## src/rtl/irq_controller.sv

```systemverilog
// Multi-channel external interrupt controller: synchronises request lines, latches pending events,
// masks and prioritises them, and runs the ExtIRQ/ExtIAck/ERet handshake with the processor core.
module irq_controller #(
   parameter int NCH = 4,
   parameter logic [NCH-1:0] EDGE_MASK = NCH'(4'b0011),
   parameter int SYNC_STG = 2,
   parameter int IDW = (NCH > 1) ? $clog2(NCH) : 1
) (
   input  logic           CLOCK_50,
   input  logic           reset,
   input  logic [NCH-1:0] irq_in,
   output logic [NCH-1:0] irq_ack,
   input  logic           mask_we,
   input  logic [NCH-1:0] mask_wdata,
   output logic [NCH-1:0] mask_q,
   output logic           ExtIRQ,
   input  logic           ExtIAck,
   input  logic           ERet,
   output logic [IDW-1:0] irq_id,
   output logic [NCH-1:0] pending_q
);

   typedef enum logic [1:0] {IDLE, REQ, ACK, SERVICE} state_t;

   state_t         state, state_nxt;
   logic [NCH-1:0] sync_ff [SYNC_STG];
   logic [NCH-1:0] s, s_d;
   logic [NCH-1:0] pending_nxt;
   logic [NCH-1:0] eligible;
   logic [IDW-1:0] winner;
   logic [IDW-1:0] id_nxt;
   logic [NCH-1:0] ack_nxt;
   logic           irq_nxt;

   assign s        = sync_ff[SYNC_STG-1];
   assign eligible = pending_q & mask_q;

   always_ff @(posedge CLOCK_50 or negedge reset) begin
      if (!reset) begin
         for (int k = 0; k < SYNC_STG; k++) sync_ff[k] <= '0;
         s_d <= '0;
      end else begin
         sync_ff[0] <= irq_in;
         for (int k = 1; k < SYNC_STG; k++) sync_ff[k] <= sync_ff[k-1];
         s_d <= s;
      end
   end

   // Level channels are held pending while their own request is being acknowledged or serviced,
   // so a source that drops its line on irq_ack cannot race the handshake.
   always_comb begin
      pending_nxt = pending_q;
      for (int i = 0; i < NCH; i++) begin
         if (EDGE_MASK[i]) begin
            if (s[i] && !s_d[i])
               pending_nxt[i] = 1'b1;
            else if (state == ACK && irq_id == IDW'(i))
               pending_nxt[i] = 1'b0;
         end else begin
            if ((state == ACK || state == SERVICE) && irq_id == IDW'(i))
               pending_nxt[i] = pending_q[i] | s[i];
            else
               pending_nxt[i] = s[i];
         end
      end
   end

   always_ff @(posedge CLOCK_50 or negedge reset) begin
      if (!reset) begin
         pending_q <= '0;
         mask_q    <= '0;
      end else begin
         pending_q <= pending_nxt;
         if (mask_we) mask_q <= mask_wdata;
      end
   end

   // Scan from the top down so the lowest-numbered eligible channel ends up as the winner.
   always_comb begin
      winner = '0;
      for (int i = NCH - 1; i >= 0; i--) begin
         if (eligible[i]) winner = IDW'(i);
      end
   end

   always_comb begin
      state_nxt = state;
      irq_nxt   = ExtIRQ;
      id_nxt    = irq_id;
      ack_nxt   = '0;
      unique case (state)
         IDLE: begin
            irq_nxt = 1'b0;
            if (eligible != '0) begin
               state_nxt = REQ;
               id_nxt    = winner;
               irq_nxt   = 1'b1;
            end
         end
         REQ: begin
            if (ExtIAck) begin
               state_nxt       = ACK;
               irq_nxt         = 1'b0;
               ack_nxt[irq_id] = 1'b1;
            end else if (!eligible[irq_id]) begin
               state_nxt = IDLE;
               irq_nxt   = 1'b0;
            end
         end
         ACK: begin
            state_nxt = SERVICE;
            irq_nxt   = 1'b0;
         end
         SERVICE: begin
            irq_nxt = 1'b0;
            if (ERet) state_nxt = IDLE;
         end
         default: begin
            state_nxt = IDLE;
            irq_nxt   = 1'b0;
         end
      endcase
   end

   always_ff @(posedge CLOCK_50 or negedge reset) begin
      if (!reset) begin
         state   <= IDLE;
         ExtIRQ  <= 1'b0;
         irq_id  <= '0;
         irq_ack <= '0;
      end else begin
         state   <= state_nxt;
         ExtIRQ  <= irq_nxt;
         irq_id  <= id_nxt;
         irq_ack <= ack_nxt;
      end
   end

endmodule
```

## config.mk

```make
export PLATFORM = sky130hd
export DESIGN_NAME = irq_controller
export DESIGN_NICKNAME = d
export VERILOG_FILES = /design/src/rtl/irq_controller.sv
export SDC_FILE = /design/constraint.sdc
export NUM_CORES = 1
export LEC_CHECK = 0
export CORE_MARGIN = 4
export CORE_UTILIZATION = 48
export CTS_BUF_LIST = sky130_fd_sc_hd__clkbuf_8
export DETAILED_ROUTE_END_ITERATION = 10
export PLACE_DENSITY_LB_ADDON = 0.1
export RECOVER_POWER = 25
export SLEW_MARGIN = 0
export SYNTH_ARGS = -nofsm -noshare
export SYNTH_HDL_FRONTEND = slang
export SYNTH_SLANG_ARGS = --single-unit
```

## constraint.sdc

```tcl
create_clock -name CLOCK_50 -period 1.3 [get_ports CLOCK_50]
set_input_delay 0.13 -clock CLOCK_50 [delete_from_list [all_inputs] [get_ports CLOCK_50]]
set_output_delay 0.13 -clock CLOCK_50 [all_outputs]
set_load 0.02 [all_outputs]
```

==> summary.md <==
| Metric | Value |
|---|---|
| Comb pwr share | 0.338 |
| Port Buf Inserts | 27 |
| CTS H-tree depth | 1 |
| P_int | 0.00159 W |
| Global-route wire length before repair | 3.10 mm |
| Pins Over Slew Limit | 0 |
| CP Data Arrival Time | 1.45 ns |
| Hold_ws | 0.354 ns |
| Power Dens Cells | 1850 nW/µm² |
| Minimum clock period | 1.24 ns |
| Synth warn | 0 |
| Largest net degree at the start of global routing | 28 |
| Register clock-pin slew on the reported worst setup and hold paths | 0.09 ns |
| Avg Synthesized Cell Area | 12.9 µm² |
| Switching Fraction | 0.363 |
| Antenna violations before repair | 0 |
| Worst EP required | 1.51 ns |
| Netlist Area Pre-Place | 991 µm² |
| DR iter-0 viols | 9 |
| Vias after detailed routing | 707 |
| Overflow after GRT | 0 |
| Status | completed |
| RSZ-0062 raised after global routing | no |
| Initial Util | 0.505 |
| Die Area | 2860 µm² |
| Worst setup SP type | flip-flop |
| Clock Latency Late Sink | 0.27 ns |
| GPL Wtd Cong | 0.762 |
| FF+latch count, synth | 27 |
| DR WL/cell | 14.4 µm |
| Die Y | 53.4 µm |
| CTS Hold Buffers Added | 0 |
| Max IR drop VDD | 1010 µV |
| Detailed Place HPWL | 1.47 mm |
| I/O pins | 28 |
| Fill count | 157 |
| Worst setup EP type | flip-flop |
| Final #Nets | 124 |
| ANT nets after route | 0 |
| Routed wire length | 1.97 mm |
| Slew HR | 0.578 |
| Root Driver | clkbuf_8 |
| CTS tree | built |
| Crit-path cells | buf_4, nor4b_2, a22o_1, a21o_1 |
| Clock Tree Buf Depth | 2 |
| Synth top area cells | dfrtp_1, mux2_2, nand2_1, a41o_2, o21ai_1 |
| CP max FO | 5 |
| Maxcap violations | 0 |
| Final clock skew | 0.00393 ns |
| HP Class | flip-flop to flip-flop |
| Core area | 1960 µm² |
| WS Path Type | flip-flop to flip-flop |
| Final setup margin | 0.0617 ns |
| Yosys top cell area share | 0.682 |
| Via-to-Cell Ratio | 5.16 |
| Mapped Cells | 77 |
| Total iterations of the first detailed-routing run | 4 |
| Flop pwr share | 0.472 |
| Synth area leader | dfrtp_1 |
| Leak Pwr | 0.628 nW |
| Register area | 678 µm² |
| Final Hold Fails | 0 |
| TritonCTS Buffers | 3 |
| Clock network power share | 0.191 |
| Tot GR Track Use | 0.156 |
| CP peak stage delay | 0.46 ns |
| Net count after synthesis | 90 |
| Dpl ws | -0.0782 ns |
| Clock sinks | 27 |
| CP max-delay cell | dfrtp_2 |
| Die width | 53.4 µm |
| Row count | 16 |
| Fraction of layout instances using a drive strength above 1 | 0.182 |
| Setup violators final | 0 |
| Seq/Total Area, Yosys | 0.682 |
| Synth-to-layout area growth | 35.7% |
| Final period util | 0.953 |
| Distinct cells, synth | 25 |
| Achievable Freq | 0.808 GHz |
| Number of global-route vias before repair | 663 |
| Worst-Margin Slew | 0.633 ns |
| DRC viols | 0 |
| Diode count | 0 |
| Area of the multi-input gates | 290 µm² |
| Switching power total | 0.000903 W |
## routing by layer
layer  vias up  wire (µm)  GRT usage
met1       349        801      0.186
li1        336          -          -
met5         -          0          0
met3         2        101     0.0254
met4         0         12     0.0511
met2        20       1060      0.280
## worst max-delay path: cells and delay by family (launching register included)
family | cells | cell delay (ns)
DFF | 1 | 0.46
AOI/OAI and AO/OA | 2 | 0.31
buffers and inverters | 1 | 0.17
and+or+nand+nor | 1 | 0.24
## cell families (layout without fill, tap and decap cells)
| family | count (synthesis) | in the layout | share of synthesized area |
|---|---|---|---|
| DFF | 27 | 27 | 0.682 |
| and+or+nand+nor | 23 | 23 | 0.119 |
| AOI/OAI and AO/OA | 16 | 16 | 0.110 |
| buffers and inverters | 6 | 39 | 0.0341 |
| muxes | 5 | 5 | 0.0556 |
## worst paths after layout
kind                                      start                    end  slack, ns  depth (start not counted)
max in group asynchronous                 reset  irq_id[0]$_DFFE_PN0P_       0.45                          2
max reg2reg                           flip-flop     ExtIRQ$_DFFE_PN0P_       0.06                          4
min in group asynchronous                 reset   irq_ack[0]$_DFF_PN0_       0.40                          2
min                        sync_ff[6]$_DFF_PN0_         s[2]$_DFF_PN0_       0.35                          0
max                                   flip-flop     ExtIRQ$_DFFE_PN0P_       0.06                          4
min reg2reg                sync_ff[6]$_DFF_PN0_         s[2]$_DFF_PN0_       0.35                          0
## registers in the layout, summed over array words and instances, names as in the netlist, named ones only
name / flops
s: 4
pending_q: 4
ExtIRQ: 1
irq_ack: 4
s_d: 2
irq_id: 2
mask_q: 4
sync_ff: 4
state: 1
## synth_stat cells (all sizes together)
library cell	count
a21o	1
buf	2
nand3	3
inv	4
nor4b	2
o21a	1
a22o	1
dfrtp	27
mux2	4
nand2	11
or3	1
nand2b	1
o31ai	1
nor2	2
a41o	2
a32o	1
nor3b	1
a21oi	2
mux2i	1
nor3	2
o21ai	7
## power groups by stage
stage	combinational (W)	clock [W]	sequential [W]
finish	0.000840	0.000474	0.00117
global route	0.000921	0.000524	0.00120
CTS	0.000845	0.000475	0.00116
detailed placement	0.000909	0	0.00118
global placement	0.000885	0	0.00117
floorplan	0.000415	0	0.00126
## metrics by stage
stage,setup TNS [ns],cell area (µm²),power (W),instances,utilization
4_1_cts,0,1340,0.00248,137,0.684
3_3_place_gp,0,1310,0.00205,133,0.666
5_1_grt,0,1350,0.00265,137,0.686
3_5_place_dp,-0.149,1310,0.00209,133,0.666
2_1_floorplan,0,991,0.00167,77,-
6_report,0,1350,0.00249,137,0.686
## cell usage in the layout (no fill, tap or decap)
master,n
nor3b_1,1
nor3_1,2
a41o_2,2
dfrtp_2,2
mux2i_1,1
o21ai_0,3
o31ai_1,1
a21o_1,1
buf_4,3
a21oi_1,2
or3_1,1
nor2_2,1
nand2b_1,1
a22o_1,1
nor2_1,1
mux2_2,4
dlygate4sd3_1,5
dfrtp_1,25
clkdlybuf4s50_1,7
o21ai_1,4
clkbuf_8,3
a32o_1,1
o21a_1,1
inv_2,1
nand2_1,11
clkinvlp_4,1
nand3_1,3
dlygate4sd2_1,15
clkbuf_2,1
inv_1,3
nor4b_2,2
## final cells by class
type,instances,area share
multi-input cells,44,0.216
flip-flops and latches,27,0.504
well taps,27,0.0251
inverters,4,0.0112
clock inverters,1,0.00558
repair buffers,31,0.207
clock buffers,3,0.0307
## what timing repair did
item / CTS / global route
setup buffers: 0 / 0
setup endpoints to repair: 17 / 5
gates resized for setup: 16 / 3
Power figures use the tool's default switching activity.
